## config.mk

```make
export PLATFORM = sky130hd
export DESIGN_NAME = execute_stage_flat
export DESIGN_NICKNAME = d
export VERILOG_FILES = /design/src/rtl/execute_stage_if.sv /design/src/rtl/execute_stage.sv /design/src/flat_wrapper.sv
export SDC_FILE = /design/constraint.sdc
export NUM_CORES = 1
export LEC_CHECK = 0
export BUFFER_PORTS_ARGS = -buffer_cell sky130_fd_sc_hd__buf_4
export CORE_ASPECT_RATIO = 0.8
export CORE_UTILIZATION = 45
export CTS_CLUSTER_DIAMETER = 30
export DETAILED_ROUTE_END_ITERATION = 12
export PLACE_DENSITY = 0.78
export RECOVER_POWER = 25
export SLEW_MARGIN = 15
export SYNTH_ARGS = -nofsm -noshare
export SYNTH_HDL_FRONTEND = slang
export SYNTH_SLANG_ARGS = --single-unit
```

## constraint.sdc

```tcl
create_clock -name clk -period 5 [get_ports clk]
set_input_delay 0.5 -clock clk [delete_from_list [all_inputs] [get_ports clk]]
set_output_delay 0.5 -clock clk [all_outputs]
set_load 0.01 [all_outputs]
```

## src/rtl/execute_stage_if.sv

```systemverilog
// Decode <-> execute bus.
// The master side (decode, or a testbench) drives the decoded instruction:
// control flags, operands val1..val3 and the forwarding selects.
// The slave side (execute_stage) returns its registered results:
// ALU result, register write-back, memory request, branch redirect,
// halt status and the retired-instruction count.
interface execute_stage_if #(
  parameter int DATA_W = 16,
  parameter int ADDR_W = 16,
  parameter int CNT_W  = 16
);
  // Decoded instruction, driven by the master.
  logic              is_add;
  logic              is_sub;
  logic              is_and;
  logic              is_or;
  logic              is_gt;
  logic              is_eq;
  logic              is_branch;
  logic              is_mem_read;
  logic              is_mem_write;
  logic              is_reg_write;
  logic              is_halt;              // active low: 0 = halt instruction
  logic [DATA_W-1:0] val1;
  logic [DATA_W-1:0] val2;
  logic [DATA_W-1:0] val3;
  logic              is_val1_data_hazard;
  logic              is_val2_data_hazard;

  // Registered results, driven by the slave.
  logic [DATA_W-1:0] result;
  logic [3:0]        exe_reg_addr;
  logic              do_exe_reg_write;
  logic              mem_read;
  logic              mem_write;
  logic [ADDR_W-1:0] mem_addr;
  logic [DATA_W-1:0] mem_wdata;
  logic              do_branch;
  logic [ADDR_W-1:0] branch_address;
  logic              halted;
  logic [CNT_W-1:0]  retired;

  modport master (
    output is_add, is_sub, is_and, is_or, is_gt, is_eq, is_branch,
           is_mem_read, is_mem_write, is_reg_write, is_halt,
           val1, val2, val3, is_val1_data_hazard, is_val2_data_hazard,
    input  result, exe_reg_addr, do_exe_reg_write, mem_read, mem_write,
           mem_addr, mem_wdata, do_branch, branch_address, halted, retired
  );

  modport slave (
    input  is_add, is_sub, is_and, is_or, is_gt, is_eq, is_branch,
           is_mem_read, is_mem_write, is_reg_write, is_halt,
           val1, val2, val3, is_val1_data_hazard, is_val2_data_hazard,
    output result, exe_reg_addr, do_exe_reg_write, mem_read, mem_write,
           mem_addr, mem_wdata, do_branch, branch_address, halted, retired
  );
endinterface

```

## src/rtl/execute_stage.sv

```systemverilog
// Execute pipeline stage.
// Takes one decoded instruction per cycle from the decode side of `bus` and
// registers its effect one cycle later: ALU result and write-back request,
// load/store request, taken-branch redirect, halt sequencing and a
// saturating count of retired instructions.
// Ports:
//   clk  - single clock, rising edge
//   rst  - synchronous, active-high reset; aborts anything in flight
//   bus  - execute_stage_if slave modport (decoded instruction in, results out)
module execute_stage #(
  parameter int DATA_W = 16,
  parameter int ADDR_W = 16,
  parameter int CNT_W  = 16
) (
  input  logic            clk,
  input  logic            rst,
  execute_stage_if.slave  bus
);

  typedef enum logic [1:0] {
    ST_RUN    = 2'd0,
    ST_DRAIN  = 2'd1,
    ST_HALTED = 2'd2
  } state_e;

  state_e            state_q, state_d;
  logic [DATA_W-1:0] result_q, result_d;
  logic [3:0]        exe_reg_addr_q, exe_reg_addr_d;
  logic              do_exe_reg_write_q, do_exe_reg_write_d;
  logic              mem_read_q, mem_read_d;
  logic              mem_write_q, mem_write_d;
  logic [ADDR_W-1:0] mem_addr_q, mem_addr_d;
  logic [DATA_W-1:0] mem_wdata_q, mem_wdata_d;
  logic              do_branch_q, do_branch_d;
  logic [ADDR_W-1:0] branch_address_q, branch_address_d;
  logic              halted_q, halted_d;
  logic [CNT_W-1:0]  retired_q, retired_d;

  logic [DATA_W-1:0] op_a, op_b;
  logic              is_alu, is_bubble, executes, taken;

  // Forwarding reads the result register as it stood before this edge.
  assign op_a = bus.is_val1_data_hazard ? result_q : bus.val1;
  assign op_b = bus.is_val2_data_hazard ? result_q : bus.val2;

  assign is_alu = bus.is_add | bus.is_sub | bus.is_and | bus.is_or;

  // The forwarding selects only modify operands, so they do not make an
  // otherwise empty slot into an instruction.
  assign is_bubble = bus.is_halt & ~(is_alu | bus.is_gt | bus.is_eq |
                     bus.is_branch | bus.is_mem_read | bus.is_mem_write |
                     bus.is_reg_write);

  // A slot right after a taken branch is wrong-path and is dropped.
  assign executes = (state_q == ST_RUN) & ~do_branch_q & ~is_bubble;

  assign taken = bus.is_branch &
                 ((bus.is_eq & (op_a == op_b)) |
                  (bus.is_gt & ($signed(op_a) > $signed(op_b))));

  always_comb begin
    // NOTE: every _d gets a default first (hold, or 0 for strobes) so no
    // path through the branches below can leave a latch behind.
    state_d            = state_q;
    result_d           = result_q;
    exe_reg_addr_d     = exe_reg_addr_q;
    do_exe_reg_write_d = 1'b0;
    mem_read_d         = 1'b0;
    mem_write_d        = 1'b0;
    mem_addr_d         = mem_addr_q;
    mem_wdata_d        = mem_wdata_q;
    do_branch_d        = 1'b0;
    branch_address_d   = branch_address_q;
    halted_d           = halted_q;
    retired_d          = retired_q;

    if (executes) begin
      if (retired_q != '1) begin
        retired_d = retired_q + CNT_W'(1);
      end

      if (!bus.is_halt) begin
        state_d = ST_DRAIN;
      end else begin
        if (bus.is_add)      result_d = op_a + op_b;
        else if (bus.is_sub) result_d = op_a - op_b;
        else if (bus.is_and) result_d = op_a & op_b;
        else if (bus.is_or)  result_d = op_a | op_b;

        if (is_alu | bus.is_mem_read | bus.is_reg_write) begin
          exe_reg_addr_d = bus.val3[3:0];
        end
        do_exe_reg_write_d = bus.is_reg_write & ~bus.is_mem_read;

        if (bus.is_mem_read) begin
          mem_read_d = 1'b1;
          mem_addr_d = ADDR_W'(op_a + op_b);
        end
        if (bus.is_mem_write) begin
          mem_write_d = 1'b1;
          mem_addr_d  = ADDR_W'(op_a + bus.val3);
          mem_wdata_d = op_b;
        end

        if (taken) begin
          do_branch_d      = 1'b1;
          branch_address_d = ADDR_W'(bus.val3);
        end
      end
    end

    // DRAIN gives the preceding memory/write-back op its cycle, then parks.
    if (state_q == ST_DRAIN) begin
      state_d  = ST_HALTED;
      halted_d = 1'b1;
    end
  end

  always_ff @(posedge clk) begin
    // NOTE: sequential state uses non-blocking assignments only, so every
    // flop samples the pre-edge value of every other flop.
    if (rst) begin
      state_q            <= ST_RUN;
      result_q           <= '0;
      exe_reg_addr_q     <= '0;
      do_exe_reg_write_q <= 1'b0;
      mem_read_q         <= 1'b0;
      mem_write_q        <= 1'b0;
      mem_addr_q         <= '0;
      mem_wdata_q        <= '0;
      do_branch_q        <= 1'b0;
      branch_address_q   <= '0;
      halted_q           <= 1'b0;
      retired_q          <= '0;
    end else begin
      state_q            <= state_d;
      result_q           <= result_d;
      exe_reg_addr_q     <= exe_reg_addr_d;
      do_exe_reg_write_q <= do_exe_reg_write_d;
      mem_read_q         <= mem_read_d;
      mem_write_q        <= mem_write_d;
      mem_addr_q         <= mem_addr_d;
      mem_wdata_q        <= mem_wdata_d;
      do_branch_q        <= do_branch_d;
      branch_address_q   <= branch_address_d;
      halted_q           <= halted_d;
      retired_q          <= retired_d;
    end
  end

  assign bus.result           = result_q;
  assign bus.exe_reg_addr     = exe_reg_addr_q;
  assign bus.do_exe_reg_write = do_exe_reg_write_q;
  assign bus.mem_read         = mem_read_q;
  assign bus.mem_write        = mem_write_q;
  assign bus.mem_addr         = mem_addr_q;
  assign bus.mem_wdata        = mem_wdata_q;
  assign bus.do_branch        = do_branch_q;
  assign bus.branch_address   = branch_address_q;
  assign bus.halted           = halted_q;
  assign bus.retired          = retired_q;

endmodule
```

## src/flat_wrapper.sv

```systemverilog
// flat-port wrapper written by rule: the top's interface ports become plain ports
module execute_stage_flat 
#(
  parameter int DATA_W = 16,
  parameter int ADDR_W = 16,
  parameter int CNT_W  = 16
)
  (clk, rst, bus_is_add, bus_is_sub, bus_is_and, bus_is_or, bus_is_gt, bus_is_eq, bus_is_branch, bus_is_mem_read, bus_is_mem_write, bus_is_reg_write, bus_is_halt, bus_val1, bus_val2, bus_val3, bus_is_val1_data_hazard, bus_is_val2_data_hazard, bus_result, bus_exe_reg_addr, bus_do_exe_reg_write, bus_mem_read, bus_mem_write, bus_mem_addr, bus_mem_wdata, bus_do_branch, bus_branch_address, bus_halted, bus_retired);
  execute_stage_if #(.DATA_W(DATA_W), .ADDR_W(ADDR_W), .CNT_W(CNT_W)) bus_i ();
  input  logic clk;
  input  logic rst;
  input wire logic [$bits(bus_i.is_add)-1:0] bus_is_add;
  input wire logic [$bits(bus_i.is_sub)-1:0] bus_is_sub;
  input wire logic [$bits(bus_i.is_and)-1:0] bus_is_and;
  input wire logic [$bits(bus_i.is_or)-1:0] bus_is_or;
  input wire logic [$bits(bus_i.is_gt)-1:0] bus_is_gt;
  input wire logic [$bits(bus_i.is_eq)-1:0] bus_is_eq;
  input wire logic [$bits(bus_i.is_branch)-1:0] bus_is_branch;
  input wire logic [$bits(bus_i.is_mem_read)-1:0] bus_is_mem_read;
  input wire logic [$bits(bus_i.is_mem_write)-1:0] bus_is_mem_write;
  input wire logic [$bits(bus_i.is_reg_write)-1:0] bus_is_reg_write;
  input wire logic [$bits(bus_i.is_halt)-1:0] bus_is_halt;
  input wire logic [$bits(bus_i.val1)-1:0] bus_val1;
  input wire logic [$bits(bus_i.val2)-1:0] bus_val2;
  input wire logic [$bits(bus_i.val3)-1:0] bus_val3;
  input wire logic [$bits(bus_i.is_val1_data_hazard)-1:0] bus_is_val1_data_hazard;
  input wire logic [$bits(bus_i.is_val2_data_hazard)-1:0] bus_is_val2_data_hazard;
  output wire logic [$bits(bus_i.result)-1:0] bus_result;
  output wire logic [$bits(bus_i.exe_reg_addr)-1:0] bus_exe_reg_addr;
  output wire logic [$bits(bus_i.do_exe_reg_write)-1:0] bus_do_exe_reg_write;
  output wire logic [$bits(bus_i.mem_read)-1:0] bus_mem_read;
  output wire logic [$bits(bus_i.mem_write)-1:0] bus_mem_write;
  output wire logic [$bits(bus_i.mem_addr)-1:0] bus_mem_addr;
  output wire logic [$bits(bus_i.mem_wdata)-1:0] bus_mem_wdata;
  output wire logic [$bits(bus_i.do_branch)-1:0] bus_do_branch;
  output wire logic [$bits(bus_i.branch_address)-1:0] bus_branch_address;
  output wire logic [$bits(bus_i.halted)-1:0] bus_halted;
  output wire logic [$bits(bus_i.retired)-1:0] bus_retired;
  assign bus_i.is_add = bus_is_add;
  assign bus_i.is_sub = bus_is_sub;
  assign bus_i.is_and = bus_is_and;
  assign bus_i.is_or = bus_is_or;
  assign bus_i.is_gt = bus_is_gt;
  assign bus_i.is_eq = bus_is_eq;
  assign bus_i.is_branch = bus_is_branch;
  assign bus_i.is_mem_read = bus_is_mem_read;
  assign bus_i.is_mem_write = bus_is_mem_write;
  assign bus_i.is_reg_write = bus_is_reg_write;
  assign bus_i.is_halt = bus_is_halt;
  assign bus_i.val1 = bus_val1;
  assign bus_i.val2 = bus_val2;
  assign bus_i.val3 = bus_val3;
  assign bus_i.is_val1_data_hazard = bus_is_val1_data_hazard;
  assign bus_i.is_val2_data_hazard = bus_is_val2_data_hazard;
  assign bus_result = bus_i.result;
  assign bus_exe_reg_addr = bus_i.exe_reg_addr;
  assign bus_do_exe_reg_write = bus_i.do_exe_reg_write;
  assign bus_mem_read = bus_i.mem_read;
  assign bus_mem_write = bus_i.mem_write;
  assign bus_mem_addr = bus_i.mem_addr;
  assign bus_mem_wdata = bus_i.mem_wdata;
  assign bus_do_branch = bus_i.do_branch;
  assign bus_branch_address = bus_i.branch_address;
  assign bus_halted = bus_i.halted;
  assign bus_retired = bus_i.retired;
  execute_stage #(.DATA_W(DATA_W), .ADDR_W(ADDR_W), .CNT_W(CNT_W)) u_core (.clk(clk), .rst(rst), .bus(bus_i));
endmodule
```

* After elaboration in Yosys (flattened, before gate mapping)
Cells that the tools add are included.
W data, S select, Z words.
** Word-level totals
- Flip-flop bits (word level) :: 91
- Bits of input ports :: 63
** Operators by class
- Add/sub/neg operators :: 4
- $lt $le $gt $ge :: 1
- Equal/unequal tests :: 4
- Mux-type cells :: 14
- Bitwise operators :: 27
- Reduce and logical (&&, ||, !) cells :: 14
** Operator list (count)
- $mux W16 :: 8
- $add A16 B16 Y16 :: 2
- $add A16 B1 Y16 const B :: 1
- $and A16 B16 Y16 :: 1
- $eq A16 B16 Y1 :: 1
- $gt A16 B16 Y1 :: 1
- $ne A16 B16 Y1 const B :: 1
- $or A16 B16 Y16 :: 1
- $sub A16 B16 Y16 :: 1
- $reduce_and A3 Y1 :: 5
- $or A1 B1 Y1 :: 12
- $and A1 B1 Y1 :: 7
- $mux W2 :: 3
- $not A1 Y1 :: 6
- $reduce_and A2 Y1 :: 3
- $reduce_bool A2 Y1 :: 2
- $reduce_bool A4 Y1 :: 1
- $mux W1 :: 3
- $reduce_or A3 Y1 :: 1
- $eq A2 B1 Y1 const B :: 1
- $logic_not A2 Y1 :: 1
- $ne A2 B1 Y1 const B :: 1
- $reduce_or A2 Y1 :: 1

* Longest topological paths before layout
Gate-level depths: netlist of the first run.
- Depth in word-level cells :: 15
- Mapped depth :: 14

* Worst setup path before layout of the first run
Ideal clock, no wire load.
- Kind :: in2reg
- From :: in bus_is_val1_data_hazard
- To :: reg u_core.branch_address_q[10], in the netlist u_core.bus.branch_address[10]
- Library setup time :: 0.128 ns
- Arrival :: 3.659 ns
- Data required time :: 4.872 ns
- Setup slack :: 1.214 ns
- Stages :: 12
- Buffers on the path :: 3
- Cells stage by stage :: clkbuf_1 > clkbuf_1 > mux2i_1 > fa_1 > o21bai_2 > a2111o_1 > nand3_2 > a211oi_2 > o2111ai_4 > buf_6 > mux2i_1 > nor2_1
** On the way
- Longest elaborated chain between the ends :: 6
- Elaborated cells on any way between the ends :: 8
- Those cells by class :: order compare: 1; eq/ne: 1; mux: 1; bitwise: 4; reduce/logical: 1
** RTL lines
- from (decl) :: line flat_wrapper.sv:26 : input wire logic [$bits(bus_i.is_val1_data_hazard)-1:0] bus_is_val1_data_hazard;
- $mux W16 (*) :: line execute_stage.sv:43 : assign op_a = bus.is_val1_data_hazard ? result_q : bus.val1;
- $gt A16 B16 Y1 / $eq A16 B16 Y1 (equally long branches) :: line execute_stage.sv:59, execute_stage.sv:58
- $and A1 B1 Y1, on equally long branches :: line execute_stage.sv:59, execute_stage.sv:58
- $or A1 B1 Y1 (*) :: line execute_stage.sv:58 : ((bus.is_eq & (op_a == op_b)) |
- $and A1 B1 Y1 (*) :: line execute_stage.sv:57 : assign taken = bus.is_branch &
- $reduce_and A3 Y1 (no line) (*)
- to (signal assigned) :: line execute_stage.sv:145 : branch_address_q <= branch_address_d;
- to (decl) :: line execute_stage.sv:35 : logic [ADDR_W-1:0] branch_address_q, branch_address_d;
Every way passes the cells marked *; elsewhere a longest branch is shown, timed or not.
A chain may end at the register's enable or synchronous reset.

* Final worst setup path of the first run
- From :: in rst
- To :: reg u_core.mem_read_q, in the netlist u_core.bus.mem_read
** On the way
- Longest elaborated chain between the ends :: 1
** RTL lines
- from (decl) :: line flat_wrapper.sv:11 : input logic rst;
- $reduce_or A3 Y1 (no line)
- to (signal assigned) :: line execute_stage.sv:140 : mem_read_q <= mem_read_d;
- to (decl) :: line execute_stage.sv:30 : logic mem_read_q, mem_read_d;
Every way passes these cells.

==> flow_summary.yaml, run 1 <==
run_status:
  outcome: "finished with violations"
  violations: "capacitance limit, slew limit"
synthesis:
  synth_area_um2: 6910
  seq_area_frac_synth_pct: 26.4
  synth_area_leaders: "dfxtp_1 26%, ha_1 12%, mux2i_1 9.4%, nor2_1 6.7%, a211oi_1 4.7%"
  synth_seq_cells: 91
  yosysTopAreaCell: "dfxtp_1"
  synth_top_area_share_pct: 26.4
  synth_warnings: 0
  synth.avg_cell_area_um2: 8.09
  synthCells: 854
  synth-edff-count: 0
  ys.flop_type: "dfxtp_1"
  syn-num-nets: 984
  async_flop_share_pct: 0
  synthDistinctLibCells: 76
die:
  dieWidth_um: 141
  boundaryPins: 152
  die_area_um2: 15900
  rows: 40
  fp.dieH_um: 113
  initial_core_util_pct: 46.0
  core_area_um2: 15000
clock_network:
  numCtsBuffers: 9
  clkTransAtPathRegs_ns: 0.07
  cts_tree: "yes"
  cts_root_buf: "clkbuf_16"
  clock_latency_ns: 0.36
  htree_num_levels: 3
  post_cts_buffers: 0
  ctsResizeCount: 0
  cts_hold_buf: 0
  clockBufferDepth: 2
  cts.sinks: 91
worst_setup_path:
  end_kind: "register"
  critPathMaxFanout: 92
  crit_type: "primary input to register"
  startpoint_type: "primary input"
  worstPathRequired_ns: 5.25
  arrival_ns: 4.41
detailed_routing:
  wl_per_cell_um: 18.2
  wirelength_um: 21300
  drtPass1Iterations: 5
  drc: 0
  ant_nets: 0
  vias: 6859
  routed_via_density: 5.87
  drt_iter0_markers: 648
global_route:
  grt_pass1_wl_um: 33200
  grt_max_degree: 93
  gr-total-overflow: 0
  antenna_found_initial: 0
  track_usage_pct: 26.7
  grt_pass1_vias: 6353
worst_hold_path:
  hold_path_class: "primary input to register"
placed_design:
  dp_hpwl_um: 15700
  gp_congestion: 0.958
  io_buffers: 151
pwr:
  ir_worst_vdd_uv: 179
  powerDensity_nw_per_um2: 324
  p_leak_nw: 3.78
final_layout:
  nets: 1105
  syn2layout_area_growth_pct: 19.8
  finalCoreUtilization_pct: 55.1
  diodes: 0
  drive_gt1_share_pct: 15.7
sta:
  fmax_mhz: 240
  tightest_slew_ns: 4.28
  finalSetupTns_ns: 0
  slew_violations: 93
  rsz0062_at_grt: "false"
  setup_viol: 0
  min_period_over_period_pct: 83.3
  period_needed_ns: 4.16
  hold_viol_final: 0
  finClkSkew_ns: 0.00865
  slew_headroom_pct: -185
job:
  drv_cap: 1
-- layer usage --
metal	share of wire (%)	vias to the layer above	global-route usage, %
li1	-	3278	-
met2	42	356	41.2
met3	9.2	47	5.29
met4	2.8	0	10.3
met5	0	-	0
met1	46	3178	36.8
-- cell type report --
class	instances	area (um2)
fill	1472	6740
multi-input combinational	657	4660
sequential	91	1820
timing repair buffer	155	1000
tap	189	236
clock buffer	10	229
inverter	61	229
clock inverter	6	95.1
-- placed cells by master (no fill, tap or decap), types with 3 or more instances in the layout --
master and instances:
a21oi_1 44, buf_4 112, a2111oi_0 5, dfxtp_1 91
nor2_1 124, a31oi_1 7, nand3b_1 4, o2111ai_1 5
and3_1 5, or3_1 6, a211oi_1 43, o211ai_1 8
xnor2_1 27, clkbuf_16 9, nor4_1 6, fa_1 3
inv_1 59, o21a_1 10, xor2_1 14, a311oi_1 6
o21bai_1 6, nand2b_1 10, inv_6 3, clkbuf_1 44
a21o_1 9, nor2b_1 5, o21ai_0 34, nor3_1 28
nand3_1 12, or2_2 5, ha_1 64, nand2_1 49
mux2i_1 65, nand4_1 6
-- flip-flops by register name (all words and copies together), names as in the netlist --
signal / flops
u_core.bus.branch_address: 16
u_core.bus.mem_addr: 16
u_core.bus.mem_wdata: 16
u_core.bus.result: 16
u_core.bus.retired: 16
u_core.bus.exe_reg_addr: 4
u_core.state_q: 2
u_core.bus.do_branch: 1
u_core.bus.do_exe_reg_write: 1
u_core.bus.halted: 1
u_core.bus.mem_read: 1
u_core.bus.mem_write: 1
-- synth_stat cells, types with 6 or more instances --
library cell  instances
o211ai_1              8
nand2b_1             10
o21a_1               10
xnor2_1              27
inv_1                59
a311oi_1              6
a21o_1                9
ha_1                 64
nand4_1               6
xor2_1               14
nand3_1              12
o21bai_1              6
a31oi_1               7
or3_1                 6
nor2_1              124
mux2i_1              65
nand2_1              49
nor4_1                6
dfxtp_1              91
nor3_1               28
clkbuf_1             33
o21ai_0              34
a21oi_1              45
a211oi_1             43
-- worst paths after layout --
check                          from  slack (ns)                            to  depth (start not counted)
max                             rst        0.84           u_core.bus.mem_read                          3
min                 bus_is_mem_read        0.37   u_core.bus.do_exe_reg_write                          2
max reg2reg    u_core.bus.result[1]        1.57  u_core.bus.branch_address[0]                         10
min reg2reg  u_core.bus.mem_addr[1]        0.45        u_core.bus.mem_addr[1]                          2
-- kinds of logic (layout without fill, tap and decap cells) --
group / count (synthesis) / in the layout / share of synthesized area (%)
xor gates and xnor gates: 41 / 41 / 5.20
AOI/OAI and AO/OA: 210 / 210 / 22.0
muxes: 65 / 65 / 9.42
DFF: 91 / 91 / 26.4
and+or+nand+nor: 274 / 274 / 18.4
adders and majority gates: 67 / 67 / 12.5
buffers and inverters: 106 / 232 / 6.21
-- report_power, final --
group          internal, mW  total, mW  leakage (nW)  switching (mW)
Sequential            0.784      0.832         0.744          0.0483
Combinational         0.431       1.08          2.88           0.651
Clock                 0.445      0.765         0.158           0.320
-- worst max-delay path, cell delays in order --
cell and delay, ns:
clkbuf_1 2.95, nor2_1 0.51, and2_1 0.40
-- stage by stage --
stage	hold slack (ns)	cells	worst slack (ns)	cell area (um2)	total power [mW]
2_1_floorplan	0.476	854	1.21	6910	1.59
3_3_place_gp	0.440	1153	1.33	8110	1.90
3_5_place_dp	0.450	1153	1.18	8110	1.91
4_1_cts	0.356	1169	1.55	8430	2.69
5_1_grt	0.368	1169	0.668	8270	2.82
6_report	0.369	1169	0.837	8270	2.68
Power figures use the tool's default switching activity.
==> run 2, diff against run 1 <==
--- a/config.mk
+++ b/config.mk
@@ -10,7 +10,7 @@
 export CORE_UTILIZATION = 45
 export CTS_CLUSTER_DIAMETER = 30
 export DETAILED_ROUTE_END_ITERATION = 12
-export PLACE_DENSITY = 0.78
+export PLACE_DENSITY = 0.81
 export RECOVER_POWER = 25
 export SLEW_MARGIN = 15
 export SYNTH_ARGS = -nofsm -noshare
==> constraint.sdc (replaced) <==
create_clock -name clk -period 3.6 [get_ports clk]
set_input_delay 0.36 -clock clk [delete_from_list [all_inputs] [get_ports clk]]
set_output_delay 0.36 -clock clk [all_outputs]
set_load 0.01 [all_outputs]
==> run 2 against run 1 <==
The flow still finishes with violations (capacitance limit, slew limit). Sequential share of layout area is 0.50 points lower. Combinational power up 44%. Global-route usage grew 1.7 points. Critical path depth rose by 9. Routed wire length grew 3.6%. Die area unchanged. Register-to-register slack got worse by 1.2 ns. Clock skew hardly changed. Cell count grew 1.8%. Largest cell class unchanged.
==> flow_summary.yaml, run 2 (synthesis gave the netlist of run 1 again) <==
run_status:
  outcome: "finished with violations"
  violations: "capacitance limit, slew limit"
detailed_routing:
  drt_iter0_markers: 669
  drc: 0
  routed_via_density: 5.82
  drtPass1Iterations: 6
  wl_per_cell_um: 18.6
  ant_nets: 0
  wirelength_um: 22100
  vias: 6924
worst_setup_path:
  worstPathRequired_ns: 3.85
  end_kind: "register"
  critPathMaxFanout: 4
  crit_type: "register to register"
  startpoint_type: "register"
  arrival_ns: 3.49
placed_design:
  dp_cells: 1174
  dp_hpwl_um: 16600
  io_buffers: 151
  place_ws_ns: 0.289
  gp_congestion: 0.975
  placed_area_um2: 8290
die:
  fp.dieH_um: 113
  dieWidth_um: 141
  rows: 40
  initial_core_util_pct: 46.0
  die_area_um2: 15900
  core_area_um2: 15000
  boundaryPins: 152
sta:
  layout_setup_ws_ns: 0.358
  fmax_mhz: 308
  finClkSkew_ns: 0.00903
  hold_viol_final: 0
  worst_hold_slack_ns: 0.243
  period_needed_ns: 3.24
  slew_violations: 93
  min_period_over_period_pct: 90.1
  setup_viol: 0
  finalSetupTns_ns: 0
  rsz0062_at_grt: "false"
  slew_headroom_pct: -31.0
  tightest_slew_ns: 1.97
pwr:
  p_leak_nw: 3.90
  ir_worst_vdd_uv: 253
  p_total_mw: 3.80
  powerDensity_nw_per_um2: 449
global_route:
  track_usage_pct: 28.4
  grt_max_degree: 93
  grt_pass1_wl_um: 35100
  gr-total-overflow: 0
  antenna_found_initial: 0
  grt_pass1_vias: 6407
clock_network:
  htree_num_levels: 3
  clockBufferDepth: 2
  clock_latency_ns: 0.36
  clkTransAtPathRegs_ns: 0.07
  numCtsBuffers: 9
  post_cts_buffers: 0
  cts_hold_buf: 0
  cts_root_buf: "clkbuf_16"
  cts_tree: "yes"
  cts.sinks: 91
  ctsResizeCount: 0
final_layout:
  fin_area_um2: 8470
  finalCoreUtilization_pct: 56.4
  syn2layout_area_growth_pct: 22.6
  fin_cells: 1190
  mostFrequentLayoutCells: "131 x buf_4, 124 x nor2_1, 91 x dfxtp_1, 64 x mux2i_1, 64 x ha_1"
  layout_commonest_cell: "buf_4"
  fillers: 1454
  drive_gt1_share_pct: 17.7
  nets: 1126
  diodes: 0
job:
  drv_cap: 1
worst_hold_path:
  hold_path_class: "primary input to register"
[run 2: cell count changes in the layout (fill, tap and decap cells not counted)]
cell        delta
clkbuf_1       -2
clkbuf_2       +1
clkbuf_8       +1
a21oi_1        +1
mux2i_1        -1
a21oi_2        -1
clkinv_4       -1
mux2i_2        +1
clkinvlp_4     +1
buf_12         +2
buf_4         +19
[run 2: final timing paths]
| path | startpoint | endpoint | slack, ns | depth (start not counted) |
|---|---|---|---|---|
| hold reg to reg | u_core.bus.mem_addr[3] | u_core.bus.mem_addr[3] | 0.48 | 2 |
| setup reg to reg | u_core.bus.result[0] | u_core.bus.result[14] | 0.36 | 12 |
| hold / removal | bus_is_mem_read | u_core.bus.do_exe_reg_write | 0.24 | 2 |
| setup / recovery | u_core.bus.result[0] | u_core.bus.result[14] | 0.36 | 12 |
[run 2: worst max-delay path, cell delays in order, from the launching register on]
cell and delay, ns:
dfxtp_1 0.37, mux2i_1 0.14, inv_1 0.11, ha_1 0.25, inv_1 0.08, fa_1 0.45
nor2b_1 0.24, o31a_1 0.24, o2111ai_1 0.24, a211oi_1 0.39, nor3_1 0.11, xnor2_1 0.18
o311a_1 0.31
[run 2: power breakdown]
group | switching, mW | internal, mW | leakage, nW
clock network | 0.453 | 0.636 | 0.160
registers | 0.0664 | 1.09 | 0.744
logic | 0.916 | 0.640 | 2.99
total | 1.44 | 2.36 | 3.90
[run 2: cell type report]
type                            instances  area (um2)  area share (%)
Multi-Input combinational cell        657        4660            55.0
Clock buffer                           10         239            2.82
Timing Repair Buffer                  176        1190            14.0
Inverter                               61         229            2.70
Clock inverter                          6        93.8            1.11
Sequential cell                        91        1820            21.5
Tap cell                              189         236            2.79
[run 2: layer usage]
layer | up-vias | track usage (%) | wire length [um]
li1 | 3325 | - | -
met1 | 3230 | 39.5 | 10100
met2 | 324 | 44.5 | 9690
met3 | 45 | 4.82 | 1770
met4 | 0 | 9.64 | 553
met5 | - | 0 | 0
==> run 3, diff against run 2 <==
--- a/config.mk
+++ b/config.mk
@@ -5,8 +5,9 @@
 export SDC_FILE = /design/constraint.sdc
 export NUM_CORES = 1
 export LEC_CHECK = 0
-export BUFFER_PORTS_ARGS = -buffer_cell sky130_fd_sc_hd__buf_4
+export BUFFER_PORTS_ARGS = -buffer_cell sky130_fd_sc_hd__buf_2
 export CORE_ASPECT_RATIO = 0.8
+export CORE_MARGIN = 4
 export CORE_UTILIZATION = 45
 export CTS_CLUSTER_DIAMETER = 30
 export DETAILED_ROUTE_END_ITERATION = 12
==> run 3 against run 2 <==
The run still ends with capacitance limit, slew limit left. Routed wire length fell by 2.7%. Critical path depth did not move. Cell count rose by 0.42%. Final area fell by 3.5%. Highest routed layer unchanged.
==> flow_summary.yaml, run 3 (synthesis gave the netlist of run 1 again) <==
die:
  fp.dieH_um: 119
  core_area_um2: 15000
  dieWidth_um: 147
  rows: 40
  boundaryPins: 152
  initial_core_util_pct: 46.0
  die_area_um2: 17400
placed_design:
  dp_hpwl_um: 16500
  gp_congestion: 0.996
  dp_cells: 1179
  io_buffers: 151
worst_setup_path:
  reg2reg_depth: 12
  startpoint_type: "register"
  r2r_end: "u_core.bus.mem_addr[12]"
  end_kind: "register"
  reg2reg_slack_ns: 0.38
  crit_type: "register to register"
  r2r-start: "u_core.bus.result[0]"
  critPathMaxFanout: 5
  arrival_ns: 3.48
  worstPathRequired_ns: 3.86
final_layout:
  layout_commonest_cell: "nor2_1"
  fillers: 1413
  drive_gt1_share_pct: 17.8
  syn2layout_area_growth_pct: 18.2
  nets: 1131
  seqCellArea_um2: 1820
  diodes: 0
  fin_cells: 1195
  multi_input_area_um2: 4660
  mostFrequentLayoutCells: "124 x nor2_1, 107 x buf_2, 91 x dfxtp_1, 64 x mux2i_1, 64 x ha_1"
clock_network:
  cts_root_buf: "clkbuf_16"
  clockBufferDepth: 2
  post_cts_buffers: 0
  cts_hold_buf: 0
  ctsResizeCount: 0
  clkTransAtPathRegs_ns: 0.07
  htree_num_levels: 3
  cts_tree: "yes"
  cts.sinks: 91
  numCtsBuffers: 9
  clock_latency_ns: 0.36
detailed_routing:
  wirelength_um: 21500
  drc: 0
  drt_iter0_markers: 720
  routed_via_density: 5.75
  drtPass1Iterations: 5
  wl_per_cell_um: 18.0
  vias: 6871
  ant_nets: 0
sta:
  finalSetupTns_ns: 0
  min_period_over_period_pct: 89.5
  slew_headroom_pct: -43.3
  tightest_slew_ns: 2.15
  period_needed_ns: 3.22
  fmax_mhz: 311
  rsz0062_at_grt: "false"
  hold_viol_final: 0
  slew_violations: 52
  finClkSkew_ns: 0.00705
  setup_viol: 0
worst_hold_path:
  hold_end: "u_core.bus.branch_address[12]"
  hp-start: "bus_val3[12]"
  hold-path-cell-count: 3
  hold_path_class: "primary input to register"
pwr:
  p_leak_nw: 3.82
  powerDensity_nw_per_um2: 439
  ir_worst_vdd_uv: 281
global_route:
  antenna_found_initial: 0
  gr-total-overflow: 0
  grt_pass1_vias: 6510
  grt_max_degree: 52
  track_usage_pct: 24.3
  grt_pass1_wl_um: 34100
run_status:
  violations: "capacitance limit, slew limit"
  outcome: "finished with violations"
job:
  drv_cap: 1
-- run 3: cell count changes in the layout (fill, tap and decap cells not counted) --
cell        delta
clkbuf_1       +3
clkinv_4       +1
clkinvlp_4     +1
clkinv_2       +1
inv_6          -1
clkbuf_2       -1
buf_2        +107
buf_12         -1
bufinv_16      -2
buf_4        -103
-- run 3: how the worst max path moves through the flow --
stage                                        from                       to  slack, ns  cells past startpoint
after floorplan           bus_is_val1_data_hazard    u_core.bus.result[13]       0.07                     11
after global placement    bus_is_val1_data_hazard    u_core.bus.result[13]       0.16                     12
after detailed placement  bus_is_val1_data_hazard    u_core.bus.result[13]       0.15                     12
after CTS                    u_core.bus.result[0]  u_core.bus.mem_addr[12]       0.44                     12
after global routing         u_core.bus.result[0]  u_core.bus.mem_addr[12]       0.12                     12
final                        u_core.bus.result[0]  u_core.bus.mem_addr[12]       0.38                     12
-- run 3: stage by stage --
| stage | area (um2) | power [mW] | utilization [%] | hold slack, ns | setup WS, ns |
|---|---|---|---|---|---|
| floorplan | 6910 | 2.21 | - | 0.437 | 0.0720 |
| global placement | 7940 | 2.63 | 52.9 | 0.445 | 0.158 |
| detailed placement | 7940 | 2.65 | 52.9 | 0.453 | 0.145 |
| CTS | 8230 | 3.59 | 54.8 | 0.253 | 0.437 |
| global route | 8170 | 3.81 | 54.4 | 0.274 | 0.118 |
| finish | 8170 | 3.59 | 54.4 | 0.263 | 0.380 |
-- run 3: worst max-delay path, cell delays in order, from the launching register on --
cell and delay [ns]:
dfxtp_1 0.34, mux2i_1 0.31, inv_1 0.13, ha_1 0.26, inv_1 0.10, fa_1 0.23
nor2b_1 0.09, o31a_1 0.29, o2111ai_1 0.32, a21oi_1 0.20, o41ai_1 0.40, xor2_1 0.15
a221oi_1 0.31
-- run 3: cell type report --
class / count / share of cell area [%]
Tap cell: 189 / 2.90
Clock inverter: 6 / 0.567
Inverter: 61 / 2.80
Sequential cell: 91 / 22.3
Clock buffer: 10 / 2.93
Multi-Input combinational cell: 657 / 57.1
Timing Repair Buffer: 181 / 11.4
-- run 3: layer usage --
| metal | up-vias | GRT usage (%) | wire [um] |
|---|---|---|---|
| met4 | 0 | 7.70 | 471 |
| met3 | 35 | 5.44 | 1860 |
| met1 | 3225 | 33.2 | 9640 |
| li1 | 3318 | - | - |
| met2 | 293 | 38.2 | 9530 |
| met5 | - | 0 | 0 |
-- run 3: report_power, final --
part	switching (mW)	internal, mW
Clock	0.441	0.492
Sequential	0.0614	1.09
Combinational	0.904	0.601
